[config.mk]
export PLATFORM = sky130hd
export DESIGN_NAME = operand_loader_flat
export DESIGN_NICKNAME = d
export VERILOG_FILES = /design/src/rtl/operand_loader_if.sv /design/src/rtl/operand_loader.sv /design/src/flat_wrapper.sv
export SDC_FILE = /design/constraint.sdc
export NUM_CORES = 1
export LEC_CHECK = 0
export BUFFER_PORTS_ARGS = -buffer_cell sky130_fd_sc_hd__buf_2
export CORE_MARGIN = 1
export CORE_UTILIZATION = 45
export DETAILED_ROUTE_END_ITERATION = 12
export GPL_TIMING_DRIVEN = 0
export PLACE_DENSITY = 0.75
export SLEW_MARGIN = 5
export SYNTH_ARGS = -nofsm -noshare
export SYNTH_HDL_FRONTEND = slang
export SYNTH_SLANG_ARGS = --single-unit
[constraint.sdc]
create_clock -name clk -period 4.5 [get_ports clk]
set_clock_uncertainty 0.15 [all_clocks]
set_input_delay 0.45 -clock clk [delete_from_list [all_inputs] [get_ports clk]]
set_output_delay 0.45 -clock clk [all_outputs]
set_load 0.02 [all_outputs]
[src/rtl/operand_loader_if.sv]
// Valid/ready word stream shared by the operand input and the result output.
interface operand_loader_if #(
  parameter int unsigned WIDTH = 32
);
  logic             valid;
  logic             ready;
  logic [WIDTH-1:0] data;

  modport master (output valid, output data, input ready);
  modport slave  (input valid, input data, output ready);
endinterface

[src/rtl/operand_loader.sv]
// Collects eight operand words, fires the compute core once, then captures
// its result and offers it downstream, counting completed batches.
module operand_loader #(
  parameter int unsigned WIDTH = 32,
  parameter int unsigned CNT_W = 8
) (
  input  logic               clk,
  input  logic               rst,
  input  logic               abort,
  operand_loader_if.slave    in_s,
  output logic [WIDTH-1:0]   o1,
  output logic [WIDTH-1:0]   o2,
  output logic [WIDTH-1:0]   o3,
  output logic [WIDTH-1:0]   o4,
  output logic [WIDTH-1:0]   o5,
  output logic [WIDTH-1:0]   o6,
  output logic [WIDTH-1:0]   o7,
  output logic [WIDTH-1:0]   o8,
  output logic               start,
  input  logic               core_done,
  input  logic [WIDTH-1:0]   core_result,
  operand_loader_if.master   out_s,
  output logic [CNT_W-1:0]   batch_cnt
);

  localparam int unsigned NUM_OPS = 8;
  localparam int unsigned IDX_W   = 3;

  typedef enum logic [1:0] {
    S_LOAD,
    S_FIRE,
    S_WAIT,
    S_HOLD
  } state_t;

  state_t             state_q, state_d;
  logic [IDX_W-1:0]   idx_q, idx_d;
  logic [WIDTH-1:0]   slot_q [NUM_OPS];
  logic [WIDTH-1:0]   out_data_q;
  logic [CNT_W-1:0]   batch_q;
  logic               in_ready_q;
  logic               start_q;
  logic               out_valid_q;
  logic               accept;
  logic               capture;
  logic               hand_off;

  // Next-state decode; abort overrides every transition and blocks writes.
  always_comb begin
    state_d  = state_q;
    idx_d    = idx_q;
    accept   = 1'b0;
    capture  = 1'b0;
    hand_off = 1'b0;
    if (abort) begin
      state_d = S_LOAD;
      idx_d   = '0;
    end else begin
      unique case (state_q)
        S_LOAD: begin
          if (in_s.valid && in_ready_q) begin
            accept = 1'b1;
            if (idx_q == IDX_W'(NUM_OPS - 1)) begin
              state_d = S_FIRE;
              idx_d   = '0;
            end else begin
              idx_d = idx_q + IDX_W'(1);
            end
          end
        end
        S_FIRE: state_d = S_WAIT;
        S_WAIT: begin
          if (core_done) begin
            capture = 1'b1;
            state_d = S_HOLD;
          end
        end
        S_HOLD: begin
          if (out_s.ready) begin
            hand_off = 1'b1;
            state_d  = S_LOAD;
          end
        end
        default: state_d = S_LOAD;
      endcase
    end
  end

  // Handshake flags are registered decodes of the next state, so they
  // always match the state they describe without any input-to-output path.
  always_ff @(posedge clk or negedge rst) begin
    if (!rst) begin
      state_q     <= S_LOAD;
      idx_q       <= '0;
      out_data_q  <= '0;
      batch_q     <= '0;
      in_ready_q  <= 1'b0;
      start_q     <= 1'b0;
      out_valid_q <= 1'b0;
      for (int unsigned i = 0; i < NUM_OPS; i++) begin
        slot_q[i] <= '0;
      end
    end else begin
      state_q     <= state_d;
      idx_q       <= idx_d;
      in_ready_q  <= (state_d == S_LOAD);
      start_q     <= (state_d == S_FIRE);
      out_valid_q <= (state_d == S_HOLD);
      if (accept) begin
        slot_q[idx_q] <= in_s.data;
      end
      if (capture) begin
        out_data_q <= core_result;
      end
      if (hand_off) begin
        batch_q <= batch_q + CNT_W'(1);
      end
    end
  end

  assign in_s.ready  = in_ready_q;
  assign out_s.valid = out_valid_q;
  assign out_s.data  = out_data_q;
  assign start       = start_q;
  assign batch_cnt   = batch_q;

  assign o1 = slot_q[0];
  assign o2 = slot_q[1];
  assign o3 = slot_q[2];
  assign o4 = slot_q[3];
  assign o5 = slot_q[4];
  assign o6 = slot_q[5];
  assign o7 = slot_q[6];
  assign o8 = slot_q[7];

endmodule

[src/flat_wrapper.sv]
// flat-port wrapper written by rule: the top's interface ports become plain ports
module operand_loader_flat 
#(
  parameter int unsigned WIDTH = 32,
  parameter int unsigned CNT_W = 8
)
  (clk, rst, abort, o1, o2, o3, o4, o5, o6, o7, o8, start, core_done, core_result, batch_cnt, in_s_valid, in_s_data, in_s_ready, out_s_valid, out_s_data, out_s_ready);
  operand_loader_if #(.WIDTH(WIDTH)) in_s_i ();
  operand_loader_if #(.WIDTH(WIDTH)) out_s_i ();
  input  logic clk;
  input  logic rst;
  input  logic abort;
  output logic [WIDTH-1:0] o1;
  output logic [WIDTH-1:0] o2;
  output logic [WIDTH-1:0] o3;
  output logic [WIDTH-1:0] o4;
  output logic [WIDTH-1:0] o5;
  output logic [WIDTH-1:0] o6;
  output logic [WIDTH-1:0] o7;
  output logic [WIDTH-1:0] o8;
  output logic start;
  input  logic core_done;
  input  logic [WIDTH-1:0] core_result;
  output logic [CNT_W-1:0] batch_cnt;
  input wire logic [$bits(in_s_i.valid)-1:0] in_s_valid;
  input wire logic [$bits(in_s_i.data)-1:0] in_s_data;
  output wire logic [$bits(in_s_i.ready)-1:0] in_s_ready;
  output wire logic [$bits(out_s_i.valid)-1:0] out_s_valid;
  output wire logic [$bits(out_s_i.data)-1:0] out_s_data;
  input wire logic [$bits(out_s_i.ready)-1:0] out_s_ready;
  assign in_s_i.valid = in_s_valid;
  assign in_s_i.data = in_s_data;
  assign in_s_ready = in_s_i.ready;
  assign out_s_valid = out_s_i.valid;
  assign out_s_data = out_s_i.data;
  assign out_s_i.ready = out_s_ready;
  operand_loader #(.WIDTH(WIDTH), .CNT_W(CNT_W)) u_core (.clk(clk), .rst(rst), .abort(abort), .in_s(in_s_i), .o1(o1), .o2(o2), .o3(o3), .o4(o4), .o5(o5), .o6(o6), .o7(o7), .o8(o8), .start(start), .core_done(core_done), .core_result(core_result), .out_s(out_s_i), .batch_cnt(batch_cnt));
endmodule
* Word-level counts from Yosys, hierarchy flattened *
Cells that the tools add are included.

storage, ports and cells
  register bits = 304
  bits of input ports = 70
  word-level logic and storage cells = 55

operators by class
  add/sub/neg operators = 2
  magnitude comparators = 2
  equality and inequality tests = 6
  mux-type cells = 22
  bitwise gates (word level) = 1
  reduce and logical (&&, ||, !) cells = 7

operator list
  operator             count
  $bwmux 256           1
  $demux 32 s3         1
  $mux 32              1
  $mux 3               4
  $mux 2               5
  $mux 1               9
  $add 8x1->8 const B  1
  $pmux 2 s4           1
  $eq 2x2->1 const B   3
  $eq 2x1->1 const B   2
  $ge 4x4->1 const B   1
  $logic_not 2->1      2
  $lt 4x1->1 const B   1
  $not 3->4            1
  $reduce_bool 2->1    2
  $add 3x1->3 const B  1
  $eq 3x3->1 const B   1
  $logic_and 1x1->1    2
  $reduce_and 2->1     1

* Depth between registers and ports, before layout *
Gate-level depths: netlist of the first run.

  word-level depth = 6
  gate-level depth with buffers = 6
  mapped depth without buffers = 5

* Worst setup path before layout of the first run *
OpenSTA, ideal clock, no wires.

  path type = register to register
  start = register u_core.state_q[0]
  end = register u_core.out_data_q[10], in the netlist u_core.out_s.data[10]
  library setup time = 0.125 ns
  arrival = 1.522 ns
  data required time = 4.225 ns
  path slack = 2.703 ns
  cell stages (with the launch flop) = 7
  buffers on the path = 3
  period minus slack after synthesis = 1.797 ns
  cell sequence = dfrtp_1 > buf_2 > nor2b_1 > and3_1 > clkbuf_1 > buf_2 > mux2_2

between the ends
  word-level cells in the longest chain between the ends = 3

RTL lines
  element                   line                   text
  start: declaration        operand_loader.sv:36   state_t state_q, state_d;
  start signal: assignment  operand_loader.sv:104  state_q <= state_d;
  $eq 2x2->1                operand_loader.sv:59   unique case (state_q)
  $mux 1                    operand_loader.sv:59
  $mux 1                    operand_loader.sv:55   if (abort) begin
  end signal: assignment    operand_loader.sv:113  out_data_q <= core_result;
  end: declaration          operand_loader.sv:39   logic [WIDTH-1:0] out_data_q;

No other way between the ends.
A chain may end at the register's enable or synchronous reset.

* Worst setup path in the final report of the first run *
  start = register u_core.state_q[0]
  end = register u_core.slot_q (netlist bit u_core.o3[10])

between the ends
  word-level cells in the longest chain between the ends = 3

RTL lines
  element                         line                   text
  $logic_not 2->1                 operand_loader.sv:59
  $mux 1                          operand_loader.sv:59
  $mux 1                          operand_loader.sv:55
  end signal: indexed assignment  operand_loader.sv:110  slot_q[idx_q] <= in_s.data;
  end: declaration                operand_loader.sv:38   logic [WIDTH-1:0] slot_q [NUM_OPS];

No other way between the ends.

==> PnR_summary.wiki, run 1 <==
{| class="wikitable"
! Metric !! Value
|-
| Mean number of vias per cell || 5.06
|-
| Seq pwr share || 44.9%
|-
| GRT met2 Usage || between 30% and 40%
|-
| Post-CTS clock slew at the launch and capture registers of the worst setup and hold paths || 0.06 ns
|-
| Resized cells post-CTS || 0
|-
| Max transition margin || 53.1%
|-
| Number of max-cap violations || 0
|-
| Global placement routability congestion || 0.758
|-
| Post-synthesis cell count || 682
|-
| Core Footprint || 24600 µm²
|-
| Number of buffers created by CTS || 30
|-
| Routed Antenna Nets || 0
|-
| Achievable frequency || 460 MHz
|-
| Hold WC Path Type || in2reg
|-
| Residual DRC || 0
|-
| Vertical die dimension || 161 µm
|-
| Most frequent standard cell in the layout excluding fill and tap cells || sky130_fd_sc_hd__buf_2
|-
| Largest vdd supply drop || 0.329 mV
|-
| Internal power consumption || around 5.2 mW
|-
| Top delay family on crit path || simple AND/OR/NAND/NOR gates
|-
| Synth Area per Inst || 16.7 µm²
|-
| Crit path max-delay cell type || sky130_fd_sc_hd__nor4b_1
|-
| Number of design-rule violations left by the first detailed-router iteration || 420
|-
| Post-Synthesis Cell Area || between 10000 and 15000 µm²
|-
| Sort of element at the end of the critical path || flop
|-
| Leakage dissipation || roughly 8.4 nW
|-
| Number of synthesized register bits || 304
|-
| Met3 layer usage reported by global route || 5.47%
|-
| Unrepaired setup endpoints after global routing || false
|-
| Deepest clock path buffer count || 3
|-
| CTS tree || done
|-
| Largest fanout of any net on the critical path || 10
|-
| Run status || finished clean
|-
| Top-Level Pins || 369
|-
| Gr usage total || 22.3%
|-
| Final net count || 1190
|-
| Actual slew at the worst max-slew pin || 0.703 ns
|-
| Logic gate share of total power || 19.1%
|-
| Worst Path Class, Setup || reg2reg
|-
| Shortest period the worst path allows || 2.17 ns
|-
| Worst stage delay on the critical path || 0.42 ns
|-
| Vias in the first global route || 7772
|-
| Setup violation total in the final timing report || 0
|-
| Count of pins over their slew limit || 0
|-
| Final core utilization || 61.3%
|-
| Pwr per Cell Area || between 400 and 500 nW/µm²
|-
| Post-place setup slack || 2.20 ns
|-
| Post-Syn Nets || 755
|-
| Number of port buffers || 368
|-
| Cell Chain, Critical Path || buf_2 > nor4b_1 > nand2_1 > buf_2 > mux2_2
|-
| Largest net degree at the start of global routing || 118
|-
| Share of cells above drive strength 1 || between 60% and 70%
|-
| Die area || 26000 µm²
|-
| Horizontal die dimension || 161 µm
|-
| Total Wirelength || 28.7 mm
|-
| Total iterations of the first detailed-routing run || 4
|-
| Sequential fraction of the synthesis area || 66.8%
|-
| Global-route track usage on met1 || 28.0%
|-
| Number of failing hold endpoints at the final stage || 0
|-
| Data required time of the worst path || 4.77 ns
|-
| First-pass GRT wire length || 44.8 mm
|-
| Net Switching || 2.03 mW
|-
| Yosys cell types || 27
|-
| Final total power || 7.25 mW
|-
| Crit path arrival time || 2.44 ns
|-
| Routed len/inst || 19.6 µm
|-
| Share of total power consumed by net switching || 27.9%
|-
| Clock network power share || 36.0%
|-
| Critical path launch point type || flop
|-
| Relative area change from synthesis to final layout || 32.4%
|-
| Initial antenna violation count || 1
|-
| Final worst path period share || 48.3%
|-
| H-tree levels || 1
|-
| Clock sink total || 304
|-
| Buffers plus inverters on the worst setup path || 2
|-
| Starting utilization of the core area || a little under half
|-
| Most Used Layer, Global Route || met2
|-
| Grt ovf || 0
|-
| Number of buffers added for setup after CTS || 0
|-
| Min setup slack post-route || 2.33 ns
|-
| Warnings, synthesis || 0
|-
| Total of fill cells in the finished design || 1871
|-
| Placed wire-length estimate || approximately 19 mm
|-
| Clock root cell || sky130_fd_sc_hd__clkbuf_16
|-
| Setup TNS || 0 ns
|-
| Number of vias in the routed layout || 7403
|-
| Crit path top cell by count || sky130_fd_sc_hd__buf_2
|-
| Highest-count cells in the layout ignoring fill and taps || sky130_fd_sc_hd__buf_2, sky130_fd_sc_hd__dfrtp_1, sky130_fd_sc_hd__mux2_2
|-
| Row count || between 50 and 60
|-
| Insertion delay to the later sink of the worst-skew pair || 0.54 ns
|}
-- state kept, by name (all words and copies together) (netlist names), 3 cells and up --
name               count
u_core.batch_cnt       8
u_core.idx_q           3
u_core.o1             32
u_core.o2             32
u_core.o3             32
u_core.o4             32
u_core.o5             32
u_core.o6             32
u_core.o7             32
u_core.o8             32
u_core.out_s.data     32
-- worst reg2reg max path: stages, from the launching register on --
cell	delay (ns)
sky130_fd_sc_hd__dfrtp_1	0.36
sky130_fd_sc_hd__buf_2	0.17
sky130_fd_sc_hd__nor4b_1	0.42
sky130_fd_sc_hd__nand2_1	0.31
sky130_fd_sc_hd__buf_2	0.33
sky130_fd_sc_hd__mux2_2	0.32
-- power groups by stage --
stage	combinational, mW	clock, mW	sequential, mW
final	1.39	2.61	3.25
after global routing	1.48	2.77	3.30
after CTS	1.40	2.67	3.25
after detailed placement	1.38	0	3.30
after global placement	1.35	0	3.28
after floorplan	0.335	0	3.74
-- metrics by stage --
stage / cell area [µm²] / hold slack (ns) / cells
after floorplan: 11400 / 0.00441 / 682
after global placement: 13600 / 0.303 / 1374
after detailed placement: 13700 / 0.311 / 1376
after CTS: 15100 / 0.0578 / 1462
after global routing: 15100 / 0.0808 / 1463
final: 15100 / 0.0843 / 1463
-- cell usage after synthesis --
library cell | instances | share of area [%]
sky130_fd_sc_hd__nand2_1 | 7 | 0.23
sky130_fd_sc_hd__nor3_1 | 3 | 0.13
sky130_fd_sc_hd__inv_1 | 2 | 0.066
sky130_fd_sc_hd__nand4_2 | 1 | 0.11
sky130_fd_sc_hd__mux2i_1 | 3 | 0.26
sky130_fd_sc_hd__xnor2_1 | 1 | 0.077
sky130_fd_sc_hd__nand4b_1 | 1 | 0.077
sky130_fd_sc_hd__ha_1 | 3 | 0.33
sky130_fd_sc_hd__mux2_2 | 287 | 28
sky130_fd_sc_hd__clkbuf_1 | 1 | 0.033
sky130_fd_sc_hd__xor2_1 | 6 | 0.46
sky130_fd_sc_hd__nor2b_1 | 2 | 0.11
sky130_fd_sc_hd__nor4b_1 | 1 | 0.077
sky130_fd_sc_hd__nor4_1 | 2 | 0.11
sky130_fd_sc_hd__and3_1 | 1 | 0.055
sky130_fd_sc_hd__o211a_1 | 1 | 0.088
sky130_fd_sc_hd__and4bb_2 | 2 | 0.22
sky130_fd_sc_hd__o21ai_0 | 2 | 0.088
sky130_fd_sc_hd__nand4_1 | 1 | 0.055
sky130_fd_sc_hd__and4b_1 | 1 | 0.088
sky130_fd_sc_hd__a21oi_1 | 1 | 0.044
sky130_fd_sc_hd__dfrtp_1 | 304 | 67
sky130_fd_sc_hd__mux2_1 | 2 | 0.20
sky130_fd_sc_hd__a21o_1 | 1 | 0.066
sky130_fd_sc_hd__nor2_1 | 10 | 0.33
sky130_fd_sc_hd__buf_2 | 30 | 1.3
sky130_fd_sc_hd__nand3_1 | 6 | 0.26
-- final cells by class --
type / instances / area, µm² / area share, %
timing repair buffer: 403 / 2240 / 14.8
antenna: 1 / 2.50 / 0.0166
inverter: 2 / 7.51 / 0.0498
multi-input combinational: 345 / 3630 / 24.0
tap: 324 / 405 / 2.69
clock buffer: 41 / 883 / 5.85
sequential: 304 / 7610 / 50.4
clock inverter: 12 / 165 / 1.09
buffer: 31 / 154 / 1.02
-- worst paths after layout --
path	slack, ns	cells after the start	start	endpoint
setup / recovery	2.33	5	u_core.state_q[0]	u_core.o3[10]
hold / removal	0.08	3	abort	u_core.out_s.valid
setup reg to reg	2.33	5	u_core.state_q[0]	u_core.o3[10]
hold reg to reg	0.31	1	u_core.batch_cnt[7]	u_core.batch_cnt[7]
max in group asynchronous	2.79	3	rst	u_core.o6[16]
min in group asynchronous	0.37	2	rst	u_core.o2[4]
-- per-layer routing --
metal  share of wire [%]  vias to the layer above
met5                   0                        -
met4                 2.4                        0
met3                 7.4                       45
met2                  50                      270
met1                  40                     3794
li1                    -                     3294
-- kinds of logic after synthesis --
logic type               after synthesis  synth area share (%)
AO/OA/AOI/OAI                          5                 0.285
XOR/XNOR                               7                 0.538
adder cells (fa/ha/maj)                3                 0.329
buffers and inverters                 33                  1.42
flip-flops                           304                  66.8
multiplexers                         292                  28.8
AND/OR/NAND/NOR                       38                  1.86
-- timing repair --
item / 4_1_cts / 5_1_grt
hold endpoints to repair: 122 / 0
setup endpoints to repair: 0 / 0
hold buffers: 33 / 0
No activity file was read; power rests on OpenSTA's default activity.
==> inputs of run 2 (changes only) <==
Settings changed: PLACE_DENSITY 0.75 to 0.78.
Clock period 4.5 ns to 1.7 ns, I/O delays scaled along.
==> PnR_summary.wiki, run 2 (synthesized netlist as in run 1, its figures left out) <==
{| class="wikitable"
! Metric !! Value
|-
| Count of cells along the worst register-to-register path || 7
|-
| Post-place setup slack || -0.463 ns
|-
| Count of pins over their slew limit || 0
|-
| First-pass GRT wire length || 49.7 mm
|-
| Sort of element at the end of the critical path || flop
|-
| Number of port buffers || roughly 370
|-
| Achievable frequency || 539 MHz
|-
| Total Wirelength || 33.7 mm
|-
| Mean number of vias per cell || roughly 5.1
|-
| Share of cells above drive strength 1 || 65.7%
|-
| Seq pwr share || 42.8%
|-
| Net Switching || 5.60 mW
|-
| Core Footprint || 24600 µm²
|-
| Horizontal die dimension || about 160 µm
|-
| Largest net degree at the start of global routing || 110
|-
| Vias in the first global route || 8457
|-
| Number of placed instances with taps included || 1377
|-
| Reg2Reg Launch Point || u_core.state_q[0]
|-
| Row count || 57
|-
| Data required time of the worst path || 1.92 ns
|-
| Largest vdd supply drop || 1.10 mV
|-
| Post-CTS clock slew at the launch and capture registers of the worst setup and hold paths || around 0.060 ns
|-
| Actual slew at the worst max-slew pin || 0.558 ns
|-
| Crit path arrival time || between 2 and 2.5 ns
|-
| Failing checks || negative setup slack
|-
| Routed len/inst || around 22 µm
|-
| Deepest clock path buffer count || 3
|-
| Final worst path period share || 109%
|-
| Number of failing hold endpoints at the final stage || 0
|-
| Gr usage total || 25.2%
|-
| Insertion delay to the later sink of the worst-skew pair || between 0.4 and 0.5 ns
|-
| Number of design-rule violations left by the first detailed-router iteration || 384
|-
| Antenna cells || 0
|-
| Area of the multi-input gates || 3870 µm²
|-
| Final net count || 1276
|-
| Number of max-cap violations || 0
|-
| Internal power consumption || around 15 mW
|-
| Number of buffers created by CTS || 34
|-
| Area taken by flip-flops and latches || 7610 µm²
|-
| Share of total power consumed by net switching || 27.7%
|-
| Setup violation total in the final timing report || 266
|-
| Area of all placed cells without fillers || 16900 µm²
|-
| Routed Antenna Nets || 0
|-
| Instance area at placement || 13800 µm²
|-
| Max transition margin || 62.8%
|-
| Clock sink total || 304
|-
| Clock network power share || 37.9%
|-
| Residual DRC || 0
|-
| Run status || complete, but fails checks
|-
| Unrepaired setup endpoints after global routing || true
|-
| Placed wire-length estimate || 20.3 mm
|-
| Hold WC Path Type || in2async
|-
| Grt ovf || 0
|-
| Shortest period the worst path allows || about 1.9 ns
|-
| Worst Path Class, Setup || reg2reg
|-
| Global placement routability congestion || 0.780
|-
| Worst flop-to-flop path endpoint || u_core.o3[12]
|-
| Critical path launch point type || flop
|-
| Starting utilization of the core area || between 40% and 50%
|-
| Top-Level Pins || 369
|-
| CTS tree || done
|-
| Final total power || 20.2 mW
|-
| Relative area change from synthesis to final layout || 48.1%
|-
| Number of vias in the routed layout || 7938
|-
| Total iterations of the first detailed-routing run || 4
|-
| Largest fanout of any net on the critical path || 10
|-
| Total of fill cells in the finished design || about 1.7k
|-
| Register-to-Register Setup Slack || -0.15 ns
|-
| Most frequent standard cell in the layout excluding fill and tap cells || sky130_fd_sc_hd__buf_2
|-
| H-tree levels || 2
|-
| Die area || 26000 µm²
|-
| Vertical die dimension || 161 µm
|-
| Initial antenna violation count || 0
|-
| Highest-count cells in the layout ignoring fill and taps || sky130_fd_sc_hd__buf_2, sky130_fd_sc_hd__dfrtp_1, sky130_fd_sc_hd__mux2_2
|-
| Clock root cell || sky130_fd_sc_hd__clkbuf_16
|-
| Logic gate share of total power || 19.3%
|-
| Pwr per Cell Area || between 1000 and 1500 nW/µm²
|-
| Min setup slack post-route || -0.155 ns
|-
| Leakage dissipation || 9.21 nW
|-
| Final Non-Filler Cells || 1551
|}
run 2: changes by cell type in the layout (fill, tap and decap cells not counted), sizes merged:
cell	before	now
dlygate4sd3	33	68
bufbuf	0	1
buf	400	441
clkinv	6	3
diode	1	0
clkbuf	42	59
clkinvlp	2	0
run 2: worst max-delay path by stage:
stage	to	startpoint	cells past startpoint
after floorplan	u_core.o7[11]	u_core.state_q[1]	5
after global placement	u_core.out_s.data[20]	rst	1
after detailed placement	u_core.o8[20]	u_core.state_q[1]	5
after CTS	u_core.o7[6]	u_core.state_q[1]	5
after global routing	u_core.o3[12]	u_core.state_q[0]	7
final	u_core.o3[12]	u_core.state_q[0]	7
run 2: area by class of cell:
class / instances / share of cell area, %
well taps: 324 / 2.40
clock inverters: 7 / 0.823
multi-input cells: 345 / 23.0
inverters: 2 / 0.0445
repair buffers: 488 / 19.5
plain buffers: 28 / 2.91
flip-flops and latches: 304 / 45.1
clock buffers: 53 / 6.20
run 2: worst max-delay path: stages, from the launching register on:
cell and delay [ns]:
sky130_fd_sc_hd__dfrtp_1 0.39, sky130_fd_sc_hd__buf_6 0.16, sky130_fd_sc_hd__nor4b_4 0.23, sky130_fd_sc_hd__buf_4 0.16
sky130_fd_sc_hd__nand2_4 0.07, sky130_fd_sc_hd__buf_12 0.15, sky130_fd_sc_hd__buf_12 0.14, sky130_fd_sc_hd__mux2_2 0.27
run 2: power by group through the flow:
| stage | combinational, mW | sequential (mW) | clock [mW] |
|---|---|---|---|
| final | 3.90 | 8.63 | 7.66 |
| after global routing | 4.10 | 8.74 | 8.07 |
| after CTS | 3.90 | 8.62 | 7.80 |
| after detailed placement | 3.67 | 8.74 | 0 |
| after global placement | 3.59 | 8.68 | 0 |
| after floorplan | 0.888 | 9.90 | 0 |
run 2: metrics by stage:
| step | hold slack, ns | setup TNS, ns | util (%) |
|---|---|---|---|
| 5_1_grt | 0.0120 | -36.03 | 68.6 |
| 6_report | 0.00381 | -22.89 | 68.6 |
| 4_1_cts | 0.00473 | -15.38 | 67.7 |
| 3_5_place_dp | -0.0666 | -88.54 | 56.0 |
| 3_3_place_gp | 0.237 | -1694.27 | 55.6 |
| 2_1_floorplan | -0.276 | -1.65 | - |
run 2: metal layers:
metal  GRT usage, %  routed length [µm]  vias to the layer above
met5              0                   0                        -
met2           43.3               16800                      309
li1               -                   -                     3478
met4           9.01                 971                        0
met1           30.8               13600                     4087
met3           6.39                2290                       64
run 2: repair_timing:
action                                  in CTS  in global routing
pin swaps                                   14                  4
hold buffers                                68                  0
endpoints found under the setup margin     285                283
hold endpoints to repair                   523                  0
gates cloned                                 8                  6
gates resized for setup                    141                 27
buffers inserted                            31                  6
